**src/rtl/bus_demux_fifo_if.sv**
```systemverilog
// Handshake bundle between a tagged input stream and two per-channel FWFT consumers.
// The slave modport belongs to the demux. The master modport belongs to whatever drives it.
interface bus_demux_fifo_if #(
    parameter int WIDTH = 4,
    parameter int DEPTH = 4
);
    localparam int CW = $clog2(DEPTH) + 1;

    logic [WIDTH-1:0] in_data;
    logic             in_sel;
    logic             in_valid;
    logic             in_ready;
    logic [WIDTH-1:0] out0_data;
    logic             out0_valid;
    logic             out0_ready;
    logic [WIDTH-1:0] out1_data;
    logic             out1_valid;
    logic             out1_ready;
    logic [CW-1:0]    out0_count;
    logic [CW-1:0]    out1_count;

    modport slave (
        input  in_data, in_sel, in_valid, out0_ready, out1_ready,
        output in_ready, out0_data, out0_valid, out1_data, out1_valid,
        output out0_count, out1_count
    );

    modport master (
        output in_data, in_sel, in_valid, out0_ready, out1_ready,
        input  in_ready, out0_data, out0_valid, out1_data, out1_valid,
        input  out0_count, out1_count
    );
endinterface

```
**src/rtl/bus_demux_fifo.sv**
```systemverilog
// Steers one tagged word stream into two independent first-word-fall-through FIFOs.
// A full channel back-pressures only the words addressed to it.
module bus_demux_fifo #(
    parameter int WIDTH = 4,
    parameter int DEPTH = 4
) (
    input  logic              clk,
    input  logic              rst_n,
    bus_demux_fifo_if.slave   bus
);
    localparam int PW = $clog2(DEPTH);
    localparam int CW = PW + 1;
    localparam logic [CW-1:0] FULL_COUNT = CW'(DEPTH);

    if ((DEPTH < 2) || ((DEPTH & (DEPTH - 1)) != 0)) begin : g_bad_depth
        $error("bus_demux_fifo: DEPTH must be a power of two and at least 2");
    end

    logic [WIDTH-1:0] mem_r    [2][DEPTH];
    logic [PW-1:0]    wr_ptr_r [2];
    logic [PW-1:0]    rd_ptr_r [2];
    logic [CW-1:0]    count_r  [2];

    logic [1:0] full_s;
    logic [1:0] nonempty_s;
    logic [1:0] push_s;
    logic [1:0] pop_s;
    logic       in_ready_s;

    // Full/empty flags and the per-channel push/pop strobes for this cycle.
    always_comb begin
        full_s     = 2'b00;
        nonempty_s = 2'b00;
        push_s     = 2'b00;
        pop_s      = 2'b00;
        in_ready_s = 1'b0;

        full_s[0]     = (count_r[0] == FULL_COUNT);
        full_s[1]     = (count_r[1] == FULL_COUNT);
        nonempty_s[0] = (count_r[0] != {CW{1'b0}});
        nonempty_s[1] = (count_r[1] != {CW{1'b0}});

        // Only the addressed channel's full flag matters; a pop this cycle does not free a slot early.
        if (bus.in_sel) begin
            in_ready_s = ~full_s[1];
        end else begin
            in_ready_s = ~full_s[0];
        end

        push_s[0] = bus.in_valid & in_ready_s & ~bus.in_sel;
        push_s[1] = bus.in_valid & in_ready_s &  bus.in_sel;
        pop_s[0]  = nonempty_s[0] & bus.out0_ready;
        pop_s[1]  = nonempty_s[1] & bus.out1_ready;
    end

    // Storage, pointers and occupancy for both channels.
    always_ff @(posedge clk or negedge rst_n) begin
        if (!rst_n) begin
            for (int c = 0; c < 2; c++) begin
                wr_ptr_r[c] <= {PW{1'b0}};
                rd_ptr_r[c] <= {PW{1'b0}};
                count_r[c]  <= {CW{1'b0}};
                for (int e = 0; e < DEPTH; e++) begin
                    mem_r[c][e] <= {WIDTH{1'b0}};
                end
            end
        end else begin
            for (int c = 0; c < 2; c++) begin
                if (push_s[c]) begin
                    mem_r[c][wr_ptr_r[c]] <= bus.in_data;
                    wr_ptr_r[c]           <= wr_ptr_r[c] + PW'(1);
                end
                if (pop_s[c]) begin
                    rd_ptr_r[c] <= rd_ptr_r[c] + PW'(1);
                end
                // Full and empty come from this count, never from pointer comparison.
                case ({push_s[c], pop_s[c]})
                    2'b10:   count_r[c] <= count_r[c] + CW'(1);
                    2'b01:   count_r[c] <= count_r[c] - CW'(1);
                    default: count_r[c] <= count_r[c];
                endcase
            end
        end
    end

    assign bus.in_ready   = in_ready_s;
    assign bus.out0_valid = nonempty_s[0];
    assign bus.out1_valid = nonempty_s[1];
    assign bus.out0_data  = mem_r[0][rd_ptr_r[0]];
    assign bus.out1_data  = mem_r[1][rd_ptr_r[1]];
    assign bus.out0_count = count_r[0];
    assign bus.out1_count = count_r[1];
endmodule

```
**src/flat_wrapper.sv**
```systemverilog
// flat-port wrapper written by rule: the top's interface ports become plain ports
module bus_demux_fifo_flat 
#(
    parameter int WIDTH = 4,
    parameter int DEPTH = 4
)
  (clk, rst_n, bus_in_data, bus_in_sel, bus_in_valid, bus_out0_ready, bus_out1_ready, bus_in_ready, bus_out0_data, bus_out0_valid, bus_out1_data, bus_out1_valid, bus_out0_count, bus_out1_count);
  bus_demux_fifo_if #(.WIDTH(WIDTH), .DEPTH(DEPTH)) bus_i ();
  input  logic clk;
  input  logic rst_n;
  input wire logic [$bits(bus_i.in_data)-1:0] bus_in_data;
  input wire logic [$bits(bus_i.in_sel)-1:0] bus_in_sel;
  input wire logic [$bits(bus_i.in_valid)-1:0] bus_in_valid;
  input wire logic [$bits(bus_i.out0_ready)-1:0] bus_out0_ready;
  input wire logic [$bits(bus_i.out1_ready)-1:0] bus_out1_ready;
  output wire logic [$bits(bus_i.in_ready)-1:0] bus_in_ready;
  output wire logic [$bits(bus_i.out0_data)-1:0] bus_out0_data;
  output wire logic [$bits(bus_i.out0_valid)-1:0] bus_out0_valid;
  output wire logic [$bits(bus_i.out1_data)-1:0] bus_out1_data;
  output wire logic [$bits(bus_i.out1_valid)-1:0] bus_out1_valid;
  output wire logic [$bits(bus_i.out0_count)-1:0] bus_out0_count;
  output wire logic [$bits(bus_i.out1_count)-1:0] bus_out1_count;
  assign bus_i.in_data = bus_in_data;
  assign bus_i.in_sel = bus_in_sel;
  assign bus_i.in_valid = bus_in_valid;
  assign bus_i.out0_ready = bus_out0_ready;
  assign bus_i.out1_ready = bus_out1_ready;
  assign bus_in_ready = bus_i.in_ready;
  assign bus_out0_data = bus_i.out0_data;
  assign bus_out0_valid = bus_i.out0_valid;
  assign bus_out1_data = bus_i.out1_data;
  assign bus_out1_valid = bus_i.out1_valid;
  assign bus_out0_count = bus_i.out0_count;
  assign bus_out1_count = bus_i.out1_count;
  bus_demux_fifo #(.WIDTH(WIDTH), .DEPTH(DEPTH)) u_core (.clk(clk), .rst_n(rst_n), .bus(bus_i));
endmodule
```
**config.mk**
```make
export PLATFORM = sky130hd
export DESIGN_NAME = bus_demux_fifo_flat
export DESIGN_NICKNAME = d
export VERILOG_FILES = /design/src/rtl/bus_demux_fifo_if.sv /design/src/rtl/bus_demux_fifo.sv /design/src/flat_wrapper.sv
export SDC_FILE = /design/constraint.sdc
export NUM_CORES = 1
export LEC_CHECK = 0
export CORE_MARGIN = 3
export CORE_UTILIZATION = 35
export DETAILED_ROUTE_END_ITERATION = 8
export HOLD_SLACK_MARGIN = 0.02
export PLACE_DENSITY = 0.57
export SLEW_MARGIN = 5
export SYNTH_ARGS = -nofsm -noshare
export SYNTH_HDL_FRONTEND = slang
export SYNTH_SLANG_ARGS = --single-unit
```
**constraint.sdc**
```tcl
create_clock -name clk -period 2.6 [get_ports clk]
set_input_delay 0.26 -clock clk [delete_from_list [all_inputs] [get_ports clk]]
set_output_delay 0.26 -clock clk [all_outputs]
set_load 0.01 [all_outputs]
```
==> results.yml <==
status:
  status: "finished, final reports clean"
place:
  place.gp.congestion: 0.740
  hpwl_mm: 3.32
  portBuffers: 26
  post_dp_cell_area_mm2: 0.00263
cells_and_area:
  seqCellArea_mm2: 0.00115
  fin_area_mm2: 0.00272
  n_antenna_cell: 0
  drive_gt1_frac: 0.332
  nets: 211
  n_fill_cell: 583
  syn2layout_area_growth_pct: 19.5
  multiInputGateArea_mm2: 0.00107
clock_tree:
  cts_tree: "built"
  root_buffer: "clkbuf_8"
  cts_made_buffers: 5
  cts_resized: 0
  clkTransAtPathRegs_ps: 80
  clk-insertion-delay-late_ps: 290
  clock_sink_count: 46
  clock_path_buffers: 2
  holdBufCountCts: 0
  postCtsSetupBuffers: 0
  clock_tree.htree_level_count: 2
worst_setup_path:
  crit_start: "u_core.bus.out1_count[1]"
  crit_path_start_kind: "flop"
  crit_path_top_delay_cell: "dfrtp_1"
  path_cells: "nor3b_4 -> nor2_1 -> inv_1 -> ha_1 -> inv_1 -> fa_1 -> xor2_1 -> nor2_1 -> xor2_1"
  cp-end-kind: "flop"
  critPathArrivalTime_ps: 2400
  critical_path_class: "reg -> reg"
  r2r_slack_ps: 420
  r2r_end: "u_core.bus.out1_count[2]"
  cp_slowest_stage_delay_ps: 450
  regToRegStartpoint: "u_core.bus.out1_count[1]"
  critPathRequiredTime_ps: 2820
  cp_max_fo: 6
  endpoint: "u_core.bus.out1_count[2]"
  ff2ff_path_depth: 9
drt:
  drt_wl_total_mm: 4.41
  wl_per_cell_um: 16.6
  drt-initial-drc-count: 49
  routed-wl-met2_mm: 2.32
  dr_wl_met3_um: 161
  dr.pass1.iters: 4
  ant_nets: 0
  drc_errors: 0
  highest_layer: "met4"
  vias_per_cell: 4.89
  num_vias: 1297
  met1_length_mm: 1.85
sta:
  relSlewSlack: 0.332
  fin_crit_sh: 0.839
  final_max_slew_viol_count: 0
  final_hold_viol_count: 0
  layout_min_cycle_time_ps: 2180
  timing.setup.tns_ps: 0
  clock.fmax_mhz: 459
  rsz0062_at_grt: "false"
  worstMarginPinSlew_ps: 1000
  clock_skew_ps: 4.38
  setup-violations-final: 0
grt:
  gr-total-overflow: 0
  antenna_found_initial: 0
  grt_pass1_wl_mm: 7.69
  grt_pass1_vias: 1489
  grt.total_usage: 0.135
  grt_max_degree: 47
yosys:
  synth_cell_type_count: 21
  avgSynthCellArea_um2: 14.5
  yosysWarnings: 0
  syn_inst: 157
  ys_seq_area_frac: 0.506
  ys_seq_elements: 46
  syn_area_mm2: 0.00227
  synth_nets: 179
floorplanning:
  start_util: 0.373
  rows: 28
  die_area_mm2: 0.00750
  die_h_um: 86.6
  core_mm2: 0.00610
  ios: 27
  dieWidth_um: 86.6
job:
  cap_violations: 0
power:
  clockPowerShare: 0.129
  p_int_mw: 2.27
  finalPower_mw: 3.41
  power_density_mw_per_mm2: 1250
  sw_frac_of_total: 0.332
  p_leak_nw: 1.15
  peakVddDrop_mv: 0.524
  p_seq_frac: 0.414
  switching_power_mw: 1.13
  pwr-share-comb: 0.457
worst_hold_path:
  hold_path.class: "in -> async"
[cells in the mapped netlist, drive strengths merged]
cell type,count,area share
buf,1,0.0022
clkbuf,2,0.0033
dfrtp,46,0.51
fa,2,0.018
ha,10,0.055
inv,12,0.020
mux2,34,0.17
mux2i,1,0.0044
mux4,8,0.079
nand2,9,0.016
nor2,3,0.0050
nor3,4,0.018
nor3b,7,0.042
o21ai,2,0.0044
o31a,2,0.0077
or3,2,0.0055
xnor2,6,0.023
xor2,6,0.023
[critical path: cells and delay by family, from the launching register on]
kind | cells | cell delay [ps]
fa+ha+maj | 2 | 540
flops | 1 | 450
buf+inv | 2 | 140
simple gates | 3 | 650
xor+xnor | 2 | 320
[state kept, by name (all words and copies together), names as in the netlist]
signal / count
u_core.mem_r: 32
u_core.rd_ptr_r: 4
u_core.wr_ptr_r: 4
u_core.bus.out0_count: 3
u_core.bus.out1_count: 3
[per-layer routing]
| metal | GRT usage | up-vias |
|---|---|---|
| li1 | - | 609 |
| met1 | 0.164 | 662 |
| met2 | 0.238 | 20 |
| met3 | 0.0295 | 6 |
| met4 | 0.0467 | 0 |
| met5 | 0 | - |
[layout by cell type (no fill, tap or decap)]
cell type        instances
o21ai_0                  2
xnor2_1                  6
clkbuf_8                 6
nand2_2                  1
nor3b_2                  4
mux4_2                   8
mux2_2                  34
ha_1                    10
buf_4                    2
nand2_1                  8
nor2_1                   3
clkdlybuf4s50_1         25
nor3b_4                  2
dfrtp_1                 46
inv_1                   12
buf_2                    1
mux2i_1                  1
fa_1                     2
nor3_2                   4
xor2_1                   6
o31a_1                   2
clkbuf_1                 1
nor3b_1                  1
clkinv_2                 1
or3_1                    2
[worst min path at each step]
| stage | from | end | cells after the start |
|---|---|---|---|
| floorplan | rst_n | u_core.bus.out0_count[0] | 0 |
| global placement | rst_n | u_core.bus.out0_count[2] | 1 |
| CTS | rst_n | u_core.wr_ptr_r[2] | 1 |
| detailed placement | u_core.mem_r[6] | u_core.mem_r[6] | 1 |
| finish | rst_n | u_core.bus.out0_count[0] | 1 |
| global route | rst_n | u_core.mem_r[29] | 1 |
[logic make-up (layout without fill, tap and decap cells)]
group	count (synthesis)	count (layout)	share of synthesized area
adders and majority gates	12	12	0.0726
muxes	43	43	0.252
buffers and inverters	15	48	0.0253
AOI/OAI and AO/OA	4	4	0.0121
and+or+nand+nor	25	25	0.0858
xor gates and xnor gates	12	12	0.0462
DFF	46	46	0.506
[through the flow]
step                utilization  setup slack, ps  std cells  hold WS [ps]
global placement          0.431              412        257           464
CTS                       0.446              373        265           169
global route              0.446              187        265           233
finish                    0.446              419        265           133
detailed placement        0.431              276        257           492
floorplan                     -              560        157         -35.6
[power by group through the flow]
stage               sequential (mW)  combinational [mW]  clock [mW]
finish                         1.41                1.56       0.440
global placement               1.39                1.50           0
floorplan                      1.32                1.03           0
CTS                            1.42                1.59       0.462
global route                   1.48                1.71       0.495
detailed placement             1.44                1.59           0
[cell type report]
class / instances / share of cell area
repair buffers: 28 / 0.0994
flip-flops and latches: 46 / 0.424
well taps: 75 / 0.0345
clock buffers: 7 / 0.0318
multi-input cells: 96 / 0.392
inverters: 12 / 0.0166
clock inverters: 1 / 0.00184
Power figures use the tool's default switching activity.
